===== config.mk =====
export PLATFORM = sky130hd
export DESIGN_NAME = hazard_stall_ctrl
export DESIGN_NICKNAME = d
export VERILOG_FILES = /design/src/rtl/hazard_stall_ctrl_pkg.sv /design/src/rtl/hazard_stall_ctrl_stall_stats_cnt.sv /design/src/rtl/hazard_stall_ctrl.sv
export SDC_FILE = /design/constraint.sdc
export NUM_CORES = 1
export LEC_CHECK = 0
export BUFFER_PORTS_ARGS = -buffer_cell sky130_fd_sc_hd__buf_2
export CORE_ASPECT_RATIO = 0.5
export CORE_MARGIN = 2
export CORE_UTILIZATION = 43
export DETAILED_ROUTE_END_ITERATION = 10
export PLACE_DENSITY = 0.95
export SYNTH_ARGS = -nofsm -noshare
export SYNTH_HDL_FRONTEND = slang
export SYNTH_SLANG_ARGS = --single-unit

===== constraint.sdc =====
create_clock -name clk_i -period 3.9 [get_ports clk_i]
set_clock_uncertainty 0.05 [all_clocks]
set_input_delay 0.195 -clock clk_i [delete_from_list [all_inputs] [get_ports clk_i]]
set_output_delay 0.195 -clock clk_i [all_outputs]
set_load 0.01 [all_outputs]

===== src/rtl/hazard_stall_ctrl_pkg.sv =====
// Shared types and constants for the pipeline hazard/stall controller.
package hazard_stall_ctrl_pkg;

  typedef enum logic {
    RUN  = 1'b0,
    WAIT = 1'b1
  } state_e;

  localparam int unsigned REG_W        = 5;
  localparam logic [4:0]  REG_ZERO     = 5'd0;
  localparam int unsigned MAX_WAIT_DEF = 15;
  localparam int unsigned STAT_W       = 32;

endpackage


===== src/rtl/hazard_stall_ctrl_stall_stats_cnt.sv =====
// 32-bit saturating event counter with increment enable.
module stall_stats_cnt
  import hazard_stall_ctrl_pkg::*;
(
  input  logic              clk_i,
  input  logic              rst_i,
  input  logic              inc,
  output logic [STAT_W-1:0] cnt
);

  always_ff @(posedge clk_i or negedge rst_i) begin
    if (!rst_i) begin
      cnt <= '0;
    end else if (inc && (cnt != {STAT_W{1'b1}})) begin
      cnt <= cnt + STAT_W'(1);
    end
  end

endmodule


===== src/rtl/hazard_stall_ctrl.sv =====
// Hold/bubble/flush generation for the 5-stage pipeline plus memory-wait timeout FSM.
// Optional stall/flush statistics counters are built when STALL_STATS_EN is defined.
module hazard_stall_ctrl
  import hazard_stall_ctrl_pkg::*;
#(
  parameter int unsigned MAX_WAIT = MAX_WAIT_DEF,
  parameter int unsigned CNT_W    = 8
) (
  input  logic              clk_i,
  input  logic              rst_i,
  input  logic              IDEX_MemRead_i,
  input  logic [REG_W-1:0]  IDEX_RTaddr_i,
  input  logic [REG_W-1:0]  IFID_RSaddr_i,
  input  logic [REG_W-1:0]  IFID_RTaddr_i,
  input  logic              Branch_taken_i,
  input  logic              mem_req_i,
  input  logic              mem_ack_i,
  output logic              PC_hold_o,
  output logic              IFID_hold_o,
  output logic              IFID_flush_o,
  output logic              IDEX_hold_o,
  output logic              IDEX_bubble_o,
  output logic              EXMEM_hold_o,
  output logic              MEMWB_bubble_o,
  output logic              err_o,
  output logic [STAT_W-1:0] stall_cnt_o,
  output logic [STAT_W-1:0] flush_cnt_o
);

  logic lu;
  logic ms;

  state_e             state_q, state_d;
  logic [CNT_W-1:0]   wait_cnt_q, wait_cnt_d;
  logic               err_d;

  assign lu = IDEX_MemRead_i && (IDEX_RTaddr_i != REG_ZERO) &&
              ((IDEX_RTaddr_i == IFID_RSaddr_i) || (IDEX_RTaddr_i == IFID_RTaddr_i));
  assign ms = mem_req_i && !mem_ack_i;

  // Priority: memory wait masks load-use, load-use masks branch flush.
  always_comb begin
    PC_hold_o      = 1'b0;
    IFID_hold_o    = 1'b0;
    IFID_flush_o   = 1'b0;
    IDEX_hold_o    = 1'b0;
    IDEX_bubble_o  = 1'b0;
    EXMEM_hold_o   = 1'b0;
    MEMWB_bubble_o = 1'b0;
    if (ms) begin
      PC_hold_o      = 1'b1;
      IFID_hold_o    = 1'b1;
      IDEX_hold_o    = 1'b1;
      EXMEM_hold_o   = 1'b1;
      MEMWB_bubble_o = 1'b1;
    end else if (lu) begin
      PC_hold_o     = 1'b1;
      IFID_hold_o   = 1'b1;
      IDEX_bubble_o = 1'b1;
    end else if (Branch_taken_i) begin
      IFID_flush_o = 1'b1;
    end
  end

  always_ff @(posedge clk_i or negedge rst_i) begin
    if (!rst_i) begin
      state_q    <= RUN;
      wait_cnt_q <= '0;
      err_o      <= 1'b0;
    end else begin
      state_q    <= state_d;
      wait_cnt_q <= wait_cnt_d;
      err_o      <= err_d;
    end
  end

  // Wait tracking; timeout flag is sticky until reset.
  always_comb begin
    state_d    = state_q;
    wait_cnt_d = wait_cnt_q;
    err_d      = err_o;
    case (state_q)
      RUN: begin
        if (ms) begin
          state_d    = WAIT;
          wait_cnt_d = CNT_W'(1);
        end
      end
      WAIT: begin
        if (mem_ack_i) begin
          state_d    = RUN;
          wait_cnt_d = '0;
        end else begin
          if (wait_cnt_q >= CNT_W'(MAX_WAIT)) begin
            err_d = 1'b1;
          end
          if (wait_cnt_q != {CNT_W{1'b1}}) begin
            wait_cnt_d = wait_cnt_q + CNT_W'(1);
          end
        end
      end
      default: begin
        state_d    = RUN;
        wait_cnt_d = '0;
      end
    endcase
  end

`ifdef STALL_STATS_EN
  logic hold_any;

  assign hold_any = PC_hold_o || IFID_hold_o || IDEX_hold_o || EXMEM_hold_o;

  stall_stats_cnt u_stall_cnt (
    .clk_i (clk_i),
    .rst_i (rst_i),
    .inc   (hold_any),
    .cnt   (stall_cnt_o)
  );

  stall_stats_cnt u_flush_cnt (
    .clk_i (clk_i),
    .rst_i (rst_i),
    .inc   (IFID_flush_o),
    .cnt   (flush_cnt_o)
  );
`else
  assign stall_cnt_o = '0;
  assign flush_cnt_o = '0;
`endif

endmodule


Yosys cells after proc, flatten, opt, wreduce, memory -nomap -nowiden
Index checks and enable logic that the tools add are counted.

Bits in registers: 10. Bits of input ports: 21. Output and inout bits: 72. Logic and storage cells: 33.

$add $sub $neg: 1. Order comparisons: 1. Equal/unequal tests: 5. Mux-type cells: 13. Bitwise gates (word level): 2. Reduce and logical (&&, ||, !) cells: 8.

Operators with widths (number): 8-bit two-way mux (3); 8-bit one-hot mux with 2 select lines (1); 5-bit == test (2); 8-bit by 1-bit adder with 8-bit output (second input constant) (1); 8-bit by 4-bit greater-or-equal comparator with 1-bit output (second input constant) (1); 1-bit two-way mux (8); 8-bit != test (second input constant) (1); 5-bit nonzero test (1); 1-bit logical AND (3); 3-bit by 2-bit != test with 1-bit output (second input constant) (1); 3-bit AND reduction (1); 2-bit != test (second input constant) (1); 1-bit inverter (2); 1-bit one-hot mux with 2 select lines (1); 2-bit AND reduction (1); 1-bit zero test (1); 1-bit logical OR (1).

Depth between registers and ports, before layout
Gate-level depths: netlist (run 1).

Depth after elaboration: 5. Mapped depth: 5. Depth with buffers taken out: 5.

Least setup slack after synthesis (run 1)
Ideal clock, no wire load.

Path kind: input to output. From: in IDEX_RTaddr_i[1]. To: out PC_hold_o. Arrival time: 1.236 ns. Required time: 3.655 ns. Path slack: 2.419 ns. Stages: 4. Buffers on the path: 1. Cell sequence: or4_4 -> o21ai_2 -> o21ai_0 -> buf_4.

Longest elaborated chain between the ends: 5. Elaborated cells between the ends (all ways): 8. Those cells by class: eq/ne: 2; mux: 2; reduce/logical: 4.

Ends and longest elaborated chain: start, declared (RTL line hazard_stall_ctrl.sv:12) `input logic [REG_W-1:0] IDEX_RTaddr_i,`; 5-bit == test / 5-bit nonzero test (equally long branches) (RTL line hazard_stall_ctrl.sv:38, hazard_stall_ctrl.sv:37); 1-bit logical OR / 1-bit logical AND (equally long branches) (RTL line hazard_stall_ctrl.sv:38, hazard_stall_ctrl.sv:37); 1-bit logical AND * (RTL line hazard_stall_ctrl.sv:37) `assign lu = IDEX_MemRead_i && (IDEX_RTaddr_i != REG_ZERO) &&`; 1-bit two-way mux * (2 in a row); end, declared (RTL line hazard_stall_ctrl.sv:18) `output logic PC_hold_o,`.

Every way passes the cells marked *; elsewhere a longest branch is shown, timed or not.

Worst setup path in the final report (run 1)
From: reg wait_cnt_q[0]. To: reg wait_cnt_q[5].

Longest elaborated chain between the ends: 4. Elaborated cells between the ends (all ways): 7. Those cells by class: add/sub: 1; eq/ne: 2; mux: 3; reduce/logical: 1.

Ends and longest elaborated chain: start, declared (RTL line hazard_stall_ctrl.sv:34) `logic [CNT_W-1:0] wait_cnt_q, wait_cnt_d;`; start signal, assigned (RTL line hazard_stall_ctrl.sv:72) `wait_cnt_q <= wait_cnt_d;`; 8-bit by 1-bit adder with 8-bit output (RTL line hazard_stall_ctrl.sv:98) `wait_cnt_d = wait_cnt_q + CNT_W'(1);`; 8-bit two-way mux (RTL line hazard_stall_ctrl.sv:97) `if (wait_cnt_q != {CNT_W{1'b1}}) begin`; 8-bit two-way mux (RTL line hazard_stall_ctrl.sv:90) `if (mem_ack_i) begin`; 8-bit one-hot mux with 2 select lines (RTL line hazard_stall_ctrl.sv:82) `case (state_q)`.

Parallel ways exist; a longest one is shown, timed or not. The select of a mux whose other input is x is not followed. A chain may end at the register's enable or synchronous reset.

==> metrics.md, run 1 <==
| Metric | Value |
|---|---|
| Status | `finished clean` |
| Diode count | `0` |
| Reg power frac | `0.379` |
| Hold Path Class | `primary input to register` |
| Top Ports | `93` |
| Worst setup SP type | `register` |
| DRT iter0 DRCs | `47` |
| Fraction of layout instances using a drive strength above 1 | `0.210` |
| Fin crit share | `0.409` |
| Met2 wire length | `1.07 mm` |
| Initial Util | `0.459` |
| Crit path required time | `a little under 4000 ps` |
| Finished Layout Cells | `213` |
| Met1 WL | `754 um` |
| WL/cell | `9.59 um` |
| Num CTS Buffers | `3` |
| Synth top area cells | `buf_4 42%, dfrtp_1 21%, xor2_1 7.2%` |
| Crit. End Element | `register` |
| Area Overhead vs Synth | `-2.38%` |
| Unrepaired setup endpoints after global routing | `no` |
| Most common cell after layout, fill and taps aside | `conb_1` |
| P_int | `0.213 mW` |
| Total track usage | `0.119` |
| Area leader, netlist | `buf_4` |
| Die Area | `0.00328 mm2` |
| Final setup margin | `~2300 ps` |
| Slew Viols, Final | `0` |
| Achievable Freq | `627 MHz` |
| Pleak | `roughly 0.66 nW` |
| Placed Cells | `209` |
| CTS max path bufs | `2` |
| First-pass GRT wire length | `3.10 mm` |
| Postcts setup bufs | `0` |
| Final Util | `0.448` |
| Fillcell total | `269` |
| Synth unique cells | `32` |
| Clock Latency Late Sink | `roughly 240 ps` |
| CTS root buf | `clkbuf_8` |
| Sw Share | `0.346` |
| Synthesized area | `about 0.0012 mm2` |
| Hold Fails Final Rpt | `0` |
| CTS tree | `built` |
| Antenna-violating nets left | `0` |
| Arr. time, crit path | `1650 ps` |
| Total negative slack | `0 ps` |
| WS Path Type | `register to register` |
| Commonest cells after routing, fill and taps aside | `64 x conb_1, 28 x buf_2, 10 x xor2_1, 10 x dfrtp_1` |
| Yosys top cell area share | `0.416` |
| Vias/cell | `4.11` |
| Clock sink count | `10` |
| Total setup violations reported at the end of the flow | `0` |
| Sequential share of the synthesized area | `0.207` |
| Synth Instances | `approximately 150` |
| Top sig layer | `met4` |
| DR vias | `875` |
| Layout Nets | `200` |
| Worst vdd ir | `0.134 mV` |
| First-pass iteration count of the detailed router | `4` |
| Pwr Density | `275 mW/mm2` |
| Reg clk slew, reported paths | `50 ps` |
| Post-DP HPWL | `1.74 mm` |
| Comb pwr share | `0.289` |
| Synth Warn # | `0` |
| Post-route DRC | `0` |
| Die height | `41.5 um` |
| Post-route minimum period | `1600 ps` |
| GRT overflow | `0` |
| Core region area | `around 0.0026 mm2` |
| Die width | `79.0 um` |
| #FFs+latches synth | `10` |
| Part of the power in the clock network | `0.332` |
| Max Cap Viol | `0` |
| Syn_area_per_cell | `8.18 um2` |
| Number of global-route vias before repair | `between 700 and 800` |
| Port bufs | `28` |
| Crit-path max FO | `7` |
| H-tree Lvls | `1` |
| Switching power | `0.113 mW` |
| Largest net degree at the start of global routing | `11` |
| FP Rows | `13` |
| WL final | `2.04 mm` |
| Initial antenna violation count | `0` |
| Pre-CTS setup slack | `between 2000 and 2500 ps` |
| GP Congestion | `0.876` |
| WL met3 | `179 um` |
routing by layer:
metal  global-route usage  vias up
met2                0.224       64
met5                    0        -
met1                0.134      392
met3               0.0130        5
li1                     -      414
met4               0.0586        0
stage by stage:
step / power (mW) / hold WS, ps / instance area, um2
after detailed placement: 0.217 / 18.9 / 1130
after CTS: 0.323 / 163 / 1180
final: 0.325 / 162 / 1180
after global placement: 0.213 / 14.1 / 1130
after global routing: 0.343 / 182 / 1180
after floorplan: 0.237 / -151 / 1450
cells by family (layout without fill, tap and decap cells):
logic type               after synthesis  after routing  synth area share
flip-flops                            10             10             0.207
AO/OA/AOI/OAI                         21             21             0.116
AND/OR/NAND/NOR                       30             30             0.141
adder cells (fa/ha/maj)                1              1            0.0103
buffers and inverters                 73             38             0.434
other                                  1             64           0.00310
multiplexers                           2              2            0.0165
XOR/XNOR                              10             10            0.0724
synthesized netlist by cell type:
master	number
nand3_1	3
nor3_1	5
or4_4	1
ha_1	1
nand3_2	1
o21a_1	1
a21oi_1	5
and3_1	1
conb_1	1
or2_2	1
o41ai_1	1
nor4_1	1
o21ai_0	6
a211oi_1	1
nand3b_1	1
a22oi_1	1
o21bai_2	1
a2bb2oi_1	1
a21boi_0	1
nor2_1	6
or3_1	1
nand2_1	5
nand2b_1	3
inv_1	6
xor2_1	10
dfrtp_1	10
o211ai_1	1
nor3_4	1
buf_4	67
o21ai_2	1
o211a_1	1
mux2i_1	2
cell type report:
class                      count  area [um2]  share of cell area
sequential                    10         250               0.212
tap                           37        46.3              0.0392
inverter                       6        22.5              0.0191
timing repair buffer          29         150               0.127
multi-input combinational    128         671               0.568
clock buffer                   3        41.3              0.0350
final timing paths:
path | cells past startpoint | endpoint | start | slack [ps]
min in group asynchronous | 2 | wait_cnt_q[0]$_DFFE_PN0P_ | rst_i | 350
worst min register to register | 1 | err_o$_DFFE_PN0P_ | err_o$_DFFE_PN0P_ | 410
worst max-delay path | 5 | wait_cnt_q[5]$_DFFE_PN0P_ | wait_cnt_q[0]$_DFFE_PN0P_ | 2300
worst max register to register | 5 | wait_cnt_q[5]$_DFFE_PN0P_ | wait_cnt_q[0]$_DFFE_PN0P_ | 2300
worst min-delay path | 2 | wait_cnt_q[0]$_DFFE_PN0P_ | mem_ack_i | 160
max in group asynchronous | 2 | wait_cnt_q[5]$_DFFE_PN0P_ | rst_i | 3260
critical path, stage by stage, from the launching register on:
cell     delay [ps]
dfrtp_1         420
ha_1            260
nand3_2         170
nor3_4           80
o41ai_1         370
a21oi_1         110
power groups by stage:
stage	logic, mW	registers [mW]	clock network, mW
global route	0.105	0.125	0.113
detailed placement	0.0925	0.125	0
CTS	0.0935	0.123	0.107
floorplan	0.113	0.124	0
global placement	0.0889	0.124	0
finish	0.0940	0.123	0.108
sequential cells by signal, indices dropped and copies added, names as in the netlist:
signal / flops
state_q: 1
wait_cnt_q: 8
err_o: 1
repair_timing:
| item | CTS | global route |
|---|---|---|
| hold buffers | 1 | 0 |
| endpoints found under the hold margin | 10 | 0 |
| gates resized for setup | 0 | 0 |
No activity file was read; power rests on OpenSTA's default activity.
==> run 2, diff against run 1 <==
- CORE_UTILIZATION: 43 -> 40
- PLACE_DENSITY: 0.95 -> 0.93
- clock period: 3.9 -> 1.6 ns (I/O delays scaled with it)
==> run 2 against run 1 <==
Against the previous run: wire length decreased by 1.4%; via count increased by 1.4%; power increased to 2.6 times the previous value; register-to-register slack got worse by 2200 ps; non-clock buffer count increased by 2; sequential cell count unchanged; clock-buffer cell count increased by 1; sequential share of layout area decreased by 0.69 points; critical path depth unchanged; clock power increased to 2.9 times the previous value; global-route usage increased by 0.14 points; setup slack got worse by 2200 ps; critical path type unchanged; largest power group is now clock.
==> metrics.md, run 2 (synthesis results as in run 1) <==
| Metric | Value |
|---|---|
| Max Cap Viol | `0` |
| Pleak | `0.674 nW` |
| WHS | `around 53 ps` |
| Die Area | `approximately 0.0035 mm2` |
| Diode count | `0` |
| Slew Viols, Final | `0` |
| Core region area | `just under 0.003 mm2` |
| Arr. time, crit path | `1530 ps` |
| Largest net degree at the start of global routing | `11` |
| R2R Path End | `wait_cnt_q[5]$_DFFE_PN0P_` |
| CTS tree | `built` |
| Total track usage | `0.120` |
| Post-route DRC | `0` |
| Worst setup path end | `wait_cnt_q[5]$_DFFE_PN0P_` |
| Status | `finished clean` |
| Antenna-violating nets left | `0` |
| Achievable Freq | `approximately 680 MHz` |
| CTS max path bufs | `2` |
| Crit-path max FO | `7` |
| Hold Fails Final Rpt | `0` |
| Initial Util | `0.411` |
| Reg2Reg Setup Slack | `130 ps` |
| Crit path required time | `1660 ps` |
| First-pass GRT wire length | `approximately 3.2 mm` |
| Number of global-route vias before repair | `705` |
| Pre-CTS setup slack | `83.4 ps` |
| FP Rows | `14` |
| Part of the power in the clock network | `0.367` |
| CTS root buf | `clkbuf_8` |
| Crit. End Element | `register` |
| Most common cell after layout, fill and taps aside | `conb_1` |
| DR vias | `887` |
| GRT overflow | `0` |
| Sw Share | `0.326` |
| Largest registers | `wait_cnt_q: 8 flops, err_o: 1 flops, state_q: 1 flops` |
| Top Ports | `93` |
| P_int | `0.578 mW` |
| WS Path Type | `register to register` |
| Finished Layout Cells | `219` |
| WL final | `2.01 mm` |
| First-pass iteration count of the detailed router | `4` |
| Pwr Density | `around 700 mW/mm2` |
| DRT iter0 DRCs | `46` |
| Port bufs | `28` |
| Die height | `42.9 um` |
| Post-DP HPWL | `roughly 1.7 mm` |
| Comb pwr share | `0.281` |
| Max reg flops | `8` |
| Final setup margin | `around 130 ps` |
| Post-route minimum period | `1470 ps` |
| Placed Cells | `213` |
| Initial antenna violation count | `0` |
| Total negative slack | `0 ps` |
| FF-to-FF Start | `wait_cnt_q[0]$_DFFE_PN0P_` |
| Area Overhead vs Synth | `0.931%` |
| Reg power frac | `0.351` |
| Worst reg-to-reg path cell count | `5` |
| Biggest register | `wait_cnt_q` |
| Worst setup SP type | `register` |
| Fraction of layout instances using a drive strength above 1 | `0.223` |
| WHS Path Cells | `2` |
| Fin crit share | `0.918` |
| Commonest cells after routing, fill and taps aside | `64 x conb_1, 28 x buf_2, 10 x xor2_1, 10 x dfrtp_1` |
| WL/cell | `9.19 um` |
| Clock sink count | `10` |
| H-tree Lvls | `1` |
| Reg clk slew, reported paths | `50 ps` |
| Layout Nets | `202` |
| GP Congestion | `slightly above 0.9` |
| Vias/cell | `4.05` |
| Die width | `roughly 82 um` |
| Total setup violations reported at the end of the flow | `0` |
| Unrepaired setup endpoints after global routing | `no` |
| Num CTS Buffers | `3` |
| Hold Path Class | `primary input to register` |
| Origin of the worst setup path | `wait_cnt_q[0]$_DFFE_PN0P_` |
| Clock Latency Late Sink | `240 ps` |
| Switching power | `roughly 0.28 mW` |
| Worst vdd ir | `0.222 mV` |
run 2: cell types whose count changed in the layout (fill, tap and decap cells not counted):
cell      previous run  this run
buf_4                0         2
a21boi_0             1         0
a21boi_1             0         1
clkbuf_8             3         4
nand3_2              1         0
nand3_4              0         1
run 2: what timing repair did:
item                                    4_1_cts  5_1_grt
endpoints found under the hold margin        10        0
hold buffers                                  1        0
gates resized for setup                       0        2
endpoints found under the setup margin        0        5
buffers inserted                              0        1
run 2: worst min-delay path by stage:
stage	endpoint	from
4_1_cts	wait_cnt_q[0]$_DFFE_PN0P_	mem_ack_i
3_5_place_dp	wait_cnt_q[0]$_DFFE_PN0P_	rst_i
5_1_grt	wait_cnt_q[0]$_DFFE_PN0P_	mem_ack_i
2_1_floorplan	err_o$_DFFE_PN0P_	rst_i
3_3_place_gp	wait_cnt_q[0]$_DFFE_PN0P_	rst_i
6_report	wait_cnt_q[0]$_DFFE_PN0P_	mem_ack_i
run 2: critical path, cell delays in order, from the launching register on:
cell     delay (ps)
dfrtp_1         390
ha_1            260
nand3_4         140
nor3_4           70
o41ai_1         340
a21oi_1         100
run 2: cell type report:
cell class | count | area [um2]
Tap cell | 40 | 50.0
Timing Repair Buffer | 31 | 165
Fill cell | 298 | 1720
Inverter | 6 | 22.5
Clock buffer | 4 | 55.1
Multi-Input combinational cell | 128 | 678
Sequential cell | 10 | 250
run 2: per-stage QoR:
stage	util	area (um2)	total power, mW
finish	0.415	1220	0.857
global route	0.415	1220	0.916
CTS	0.410	1210	0.855
detailed placement	0.388	1140	0.532
global placement	0.388	1140	0.526
floorplan	-	1450	0.577
run 2: power groups by stage:
stage | combinational (mW) | clock, mW | sequential, mW
3_5_place_dp | 0.229 | 0 | 0.304
3_3_place_gp | 0.224 | 0 | 0.302
5_1_grt | 0.274 | 0.340 | 0.303
2_1_floorplan | 0.274 | 0 | 0.302
4_1_cts | 0.231 | 0.325 | 0.299
6_report | 0.241 | 0.315 | 0.301
run 2: metal layers:
| layer | wire [um] | track usage |
|---|---|---|
| met1 | 687 | 0.136 |
| met2 | 1070 | 0.218 |
| met3 | 193 | 0.0213 |
| met4 | 60 | 0.0600 |
| met5 | 0 | 0 |
